`config.mk`:
```
export PLATFORM = sky130hd
export DESIGN_NAME = guess_judge_flat
export DESIGN_NICKNAME = d
export VERILOG_FILES = /design/src/rtl/guess_judge_if.sv /design/src/rtl/guess_judge.sv /design/src/flat_wrapper.sv
export SDC_FILE = /design/constraint.sdc
export NUM_CORES = 1
export LEC_CHECK = 0
export CAP_MARGIN = 0
export CORE_MARGIN = 5
export CORE_UTILIZATION = 44
export DETAILED_ROUTE_END_ITERATION = 10
export GPL_TIMING_DRIVEN = 0
export PLACE_DENSITY_LB_ADDON = 0.08
export SYNTH_ARGS = -nofsm -noshare
export SYNTH_HDL_FRONTEND = slang
export SYNTH_SLANG_ARGS = --single-unit
```
`constraint.sdc`:
```
create_clock -name clk -period 1.68 [get_ports clk]
set_input_delay 0.336 -clock clk [delete_from_list [all_inputs] [get_ports clk]]
set_output_delay 0.336 -clock clk [all_outputs]
set_load 0.02 [all_outputs]
```
`src/rtl/guess_judge_if.sv`:
```
// Handshake bundle between the number-guessing judge, the random generator and the player.
interface guess_judge_if;
  logic [15:0] rand_in;
  logic        gen_state;
  logic        start;
  logic [15:0] guess;
  logic        guess_valid;
  logic [1:0]  hint;
  logic        hint_valid;
  logic        bad_guess;
  logic [3:0]  tries;
  logic        win;
  logic        lose;
  logic [15:0] secret;

  // Judge side
  modport slave (
    input  rand_in, start, guess, guess_valid,
    output gen_state, hint, hint_valid, bad_guess, tries, win, lose, secret
  );

  // Player / generator side
  modport master (
    output rand_in, start, guess, guess_valid,
    input  gen_state, hint, hint_valid, bad_guess, tries, win, lose, secret
  );
endinterface

```
`src/rtl/guess_judge.sv`:
```
// Game judge: latches a BCD secret from the free-running generator, freezes the generator
// while a round is played, grades guesses with low/high/equal hints and declares win/lose.
module guess_judge #(
  parameter int unsigned MAX_TRIES = 8
) (
  input  logic          clk,
  input  logic          rst_n,
  guess_judge_if.slave  bus
);

  localparam logic [4:0] MaxTries = 5'(MAX_TRIES);

  typedef enum logic [1:0] {StIdle, StPlay, StWin, StLose} state_e;

  state_e      r_state, w_state_d;
  logic [15:0] r_secret, w_secret_d;
  logic [1:0]  r_hint, w_hint_d;
  logic        r_hint_valid, w_hint_valid_d;
  logic        r_bad_guess, w_bad_guess_d;
  logic [3:0]  r_tries, w_tries_d;
  logic        w_digit_bad;
  logic [4:0]  w_tries_inc;

  // Reject a guess if any nibble is not a decimal digit
  always_comb begin
    w_digit_bad = (bus.guess[15:12] > 4'd9) | (bus.guess[11:8] > 4'd9) |
                  (bus.guess[7:4]   > 4'd9) | (bus.guess[3:0]  > 4'd9);
    // One extra bit so the MAX_TRIES comparison cannot alias on wrap
    w_tries_inc = {1'b0, r_tries} + 5'd1;
  end

  // Next-state and next-output logic for the round FSM
  always_comb begin
    w_state_d      = r_state;
    w_secret_d     = r_secret;
    w_hint_d       = r_hint;
    w_tries_d      = r_tries;
    w_hint_valid_d = 1'b0;
    w_bad_guess_d  = 1'b0;
    unique case (r_state)
      StIdle, StWin, StLose: begin
        // A guess arriving with start is dropped: the round has not begun yet
        if (bus.start) begin
          w_secret_d = bus.rand_in;
          w_tries_d  = 4'd0;
          w_hint_d   = 2'b00;
          w_state_d  = StPlay;
        end
      end
      StPlay: begin
        if (bus.guess_valid) begin
          if (w_digit_bad) begin
            w_bad_guess_d = 1'b1;
          end else begin
            w_hint_valid_d = 1'b1;
            w_tries_d      = w_tries_inc[3:0];
            // BCD digit order matches decimal order, so a binary compare suffices
            if (bus.guess < r_secret) begin
              w_hint_d = 2'b01;
            end else if (bus.guess > r_secret) begin
              w_hint_d = 2'b10;
            end else begin
              w_hint_d = 2'b11;
            end
            if (bus.guess == r_secret) begin
              w_state_d = StWin;
            end else if (w_tries_inc == MaxTries) begin
              w_state_d = StLose;
            end
          end
        end
      end
      default: w_state_d = StIdle;
    endcase
  end

  // State and output registers, cleared asynchronously
  always_ff @(posedge clk or negedge rst_n) begin
    if (!rst_n) begin
      r_state      <= StIdle;
      r_secret     <= 16'h0000;
      r_hint       <= 2'b00;
      r_hint_valid <= 1'b0;
      r_bad_guess  <= 1'b0;
      r_tries      <= 4'd0;
    end else begin
      r_state      <= w_state_d;
      r_secret     <= w_secret_d;
      r_hint       <= w_hint_d;
      r_hint_valid <= w_hint_valid_d;
      r_bad_guess  <= w_bad_guess_d;
      r_tries      <= w_tries_d;
    end
  end

  // Generator is frozen only while a round is live; secret stays hidden until it ends
  assign bus.gen_state  = (r_state == StPlay);
  assign bus.win        = (r_state == StWin);
  assign bus.lose       = (r_state == StLose);
  assign bus.secret     = ((r_state == StWin) || (r_state == StLose)) ? r_secret : 16'h0000;
  assign bus.hint       = r_hint;
  assign bus.hint_valid = r_hint_valid;
  assign bus.bad_guess  = r_bad_guess;
  assign bus.tries      = r_tries;

endmodule

```
`src/flat_wrapper.sv`:
```
// flat-port wrapper written by rule: the top's interface ports become plain ports
module guess_judge_flat 
#(
  parameter int unsigned MAX_TRIES = 8
)
  (clk, rst_n, bus_rand_in, bus_start, bus_guess, bus_guess_valid, bus_gen_state, bus_hint, bus_hint_valid, bus_bad_guess, bus_tries, bus_win, bus_lose, bus_secret);
  guess_judge_if bus_i ();
  input  logic clk;
  input  logic rst_n;
  input wire logic [$bits(bus_i.rand_in)-1:0] bus_rand_in;
  input wire logic [$bits(bus_i.start)-1:0] bus_start;
  input wire logic [$bits(bus_i.guess)-1:0] bus_guess;
  input wire logic [$bits(bus_i.guess_valid)-1:0] bus_guess_valid;
  output wire logic [$bits(bus_i.gen_state)-1:0] bus_gen_state;
  output wire logic [$bits(bus_i.hint)-1:0] bus_hint;
  output wire logic [$bits(bus_i.hint_valid)-1:0] bus_hint_valid;
  output wire logic [$bits(bus_i.bad_guess)-1:0] bus_bad_guess;
  output wire logic [$bits(bus_i.tries)-1:0] bus_tries;
  output wire logic [$bits(bus_i.win)-1:0] bus_win;
  output wire logic [$bits(bus_i.lose)-1:0] bus_lose;
  output wire logic [$bits(bus_i.secret)-1:0] bus_secret;
  assign bus_i.rand_in = bus_rand_in;
  assign bus_i.start = bus_start;
  assign bus_i.guess = bus_guess;
  assign bus_i.guess_valid = bus_guess_valid;
  assign bus_gen_state = bus_i.gen_state;
  assign bus_hint = bus_i.hint;
  assign bus_hint_valid = bus_i.hint_valid;
  assign bus_bad_guess = bus_i.bad_guess;
  assign bus_tries = bus_i.tries;
  assign bus_win = bus_i.win;
  assign bus_lose = bus_i.lose;
  assign bus_secret = bus_i.secret;
  guess_judge #(.MAX_TRIES(MAX_TRIES)) u_core (.clk(clk), .rst_n(rst_n), .bus(bus_i));
endmodule
```
==> flow_summary_export.csv <==
group,metric,value,unit
outcome,outcome,"complete, no violations",
placement,place_inst,267,
pwr,fin_total_pwr,1.88,mW
worst_setup_path,crit_path_max_fanout,2,
floorplanning,dieArea,5020,µm²
global_route,grt_pass1_vias,1497,
pwr,power.leakage,1.19,nW
global_route,grt_use_total,17.7,%
placement,portBuffers,62,
floorplanning,core,3630,µm²
worst_setup_path,path_class,"primary input to flip-flop",
timing,fin_skew,0.00341,ns
final_layout,design_area,2460,µm²
synthesis,synth_fp_nets,210,
clock_tree,clock-root-buffer,"clkbuf_8",
placement,dpl_cell_area,2310,µm²
routing,vias,1403,
timing,fin_ws,0.00364,ns
routing,met3_length,250,µm
floorplanning,die_w,70.8,µm
worst_setup_path,worst_r2r_endpoint,"u_core.r_state[0]",
synthesis,avgSynthCellArea,10.4,µm²
global_route,antenna_found_initial,0,
synthesis,synth_cell_types,35,
clock_tree,cts_tree,"done",
floorplanning,row_count,22,
routing,drc,0,
timing,slew_viol_final,0,
pwr,vdd_drop_max,0.675,mV
routing,dr_wl_met2,2130,µm
timing,setup_viol_count_final,0,
synthesis,yosysSeqAreaShare,40.0,%
synthesis,postSynthCellCount,157,
global_route,grt_max_degree,27,
final_layout,antenna_cells,0,
routing,routed_wl,4270,µm
worst_setup_path,rr_worst_depth,6,
timing,hold_slack,0.515,ns
worst_setup_path,worst_setup_path_start_kind,"primary input",
timing,relSlewSlack,20.6,%
clock_tree,clkTransAtPathRegs,0.09,ns
timing,min_period_over_period,99.8,%
timing,rsz0062_at_grt,"true",
worst_setup_path,worst-r2r-setup-slack,0.03,ns
floorplanning,pin_count,63,
synthesis,ys_ff_latch,26,
worst_setup_path,startpoint,"bus_guess[0]",
clock_tree,postCtsHoldBufs,0,
routing,wl_met1,1840,µm
clock_tree,clk-insertion-delay-late,0.27,ns
final_layout,n_fill_cell,310,
worst_setup_path,cp-end-kind,"flip-flop",
worst_setup_path,endpoint,"u_core.bus.hint[0]",
timing,tightest_slew,1.19,ns
final_layout,seqCellArea,651,µm²
final_layout,fin_cells,276,
clock_tree,ctsHtreeMaxLevel,1,
clock_tree,clockBufferDepth,2,
routing,final_antenna_net_count,0,
final_layout,multi_input_area,992,µm²
timing,hold_viol,0,
worst_setup_path,crit_required,1.83,ns
synthesis,syn-cell-area,1630,µm²
timing,fmax,597,MHz
global_route,grt_pass1_wl,7090,µm
flow_run,max_cap_viol_count,0,
clock_tree,cts_buffers,3,
hold_path,hold_path.class,"flip-flop to flip-flop",
pwr,powerDensity,764,nW/µm²
timing,finalCriticalPeriod,1.68,ns
floorplanning,initial_core_util,44.8,%
worst_setup_path,critical_path_arrival,1.83,ns
routing,wl_per_cell,15.5,µm
global_route,grt_overflow_total,0,
placement,place_ws,-0.527,ns
synthesis,yosys_warnings,0,
routing,drt-initial-drc-count,37,
final_layout,drive_gt1_share,23.7,%
placement,gp_congestion,0.869,
routing,top_layer_used,"met4",
routing,first_pass_iters,4,
synthesis,synth_flop_cell,"dfrtp_1",
placement,dp_hpwl,3300,µm
final_layout,area_delta_synth_final,51.3,%
synthesis,synth-edff-count,0,
clock_tree,clock-sinks,26,
worst_setup_path,r2r_start,"u_core.r_secret[7]",
routing,vias_per_cell,5.08,
synthesis,ys_async_sr_fraction,100,%
final_layout,finalNetCount,282,
floorplanning,die_h,70.8,µm
## cells by family (layout without fill, tap and decap cells)
kind of cell,Yosys count,in the layout,synth area share (%)
buf+inv,24,95,6.30
compound gates,27,27,11.2
xor+xnor,1,1,0.538
mux,17,17,11.7
simple gates,45,45,17.2
fa+ha+maj,17,17,13.1
flops,26,26,40.0
## flip-flops by register name, indices dropped and copies added (netlist names)
name	count
u_core.r_secret	16
u_core.bus.hint	2
u_core.bus.bad_guess	1
u_core.bus.hint_valid	1
u_core.bus.tries	4
u_core.r_state	2
## metal layers
metal  track usage [%]  vias up
li1                  -      678
met1              22.1      676
met2              30.2       40
met3              4.40        9
met4              4.80        0
met5                 0        -
## power by group
group | switching [mW] | leakage (nW) | internal, mW
registers | 0.0813 | 0.332 | 0.721
clock network | 0.201 | 0.0288 | 0.210
logic | 0.321 | 0.833 | 0.347
total | 0.603 | 1.19 | 1.28
## placed cells by master, fill, tap and decap left out, types with 2 or more instances in the layout
cell type / n
nor3_2: 2
nor2_1: 3
clkdlybuf4s15_1: 2
mux2_1: 16
nand2_1: 10
ha_1: 9
clkdlybuf4s50_1: 25
nand4_1: 2
dlygate4sd2_1: 18
clkbuf_2: 3
o21ai_2: 5
a21o_1: 2
buf_4: 6
a21oi_2: 3
clkbuf_8: 5
nand3_1: 2
a211oi_1: 2
a21oi_1: 5
and2_1: 17
buf_2: 11
inv_2: 4
o21ai_1: 3
nor2b_1: 2
dfrtp_1: 26
dlymetal6s2s_1: 4
ha_4: 8
nand2b_1: 3
inv_1: 15
## cell type report
class | count | area share (%)
clock buffer | 4 | 2.24
timing repair buffer | 67 | 23.6
buffer | 5 | 2.13
tap | 48 | 2.44
multi-input combinational | 107 | 40.3
inverter | 19 | 2.90
sequential | 26 | 26.4
## synth_stat cells (3+ instances only)
| master | count | area, µm² |
|---|---|---|
| a21oi_1 | 8 | 40.0 |
| and2_1 | 17 | 106 |
| dfrtp_1 | 26 | 651 |
| ha_1 | 17 | 213 |
| inv_1 | 18 | 67.6 |
| mux2_1 | 16 | 180 |
| nand2_1 | 10 | 37.5 |
| nand2b_1 | 3 | 18.8 |
| nor2_1 | 3 | 11.3 |
| o21ai_2 | 5 | 43.8 |
## through the flow
stage | util, % | setup TNS (ns)
floorplan | - | 0
global placement | 63.5 | -9.69
detailed placement | 63.5 | -11.16
CTS | 66.7 | 0
global route | 67.8 | -0.106
finish | 67.8 | 0
## critical path, stage by stage
cell and delay [ns]:
clkdlybuf4s50_1 0.46, inv_1 0.05, ha_1 0.17, nand2b_1 0.15
a211oi_1 0.28, o21ai_1 0.11, o211ai_1 0.15, a31oi_1 0.13
## worst min path at each step
stage	start	endpoint	slack [ns]	depth (start not counted)
2_1_floorplan	rst_n	u_core.bus.bad_guess	0.04	0
3_3_place_gp	u_core.r_secret[11]	u_core.r_secret[11]	0.49	1
3_5_place_dp	u_core.r_secret[12]	u_core.r_secret[12]	0.50	1
4_1_cts	u_core.r_secret[12]	u_core.r_secret[12]	0.52	1
5_1_grt	u_core.r_secret[12]	u_core.r_secret[12]	0.55	1
6_report	u_core.r_secret[4]	u_core.r_secret[4]	0.52	1
## what timing repair did
| action | 4_1_cts | 5_1_grt |
|---|---|---|
| pin swaps | 19 | 7 |
| hold endpoints to repair | 0 | 0 |
| cloned | 0 | 0 |
| buffers inserted | 4 | 1 |
| setup endpoints to repair | 23 | 24 |
| gates resized for setup | 79 | 19 |
Note: power is estimated with default switching activity, not from simulation.
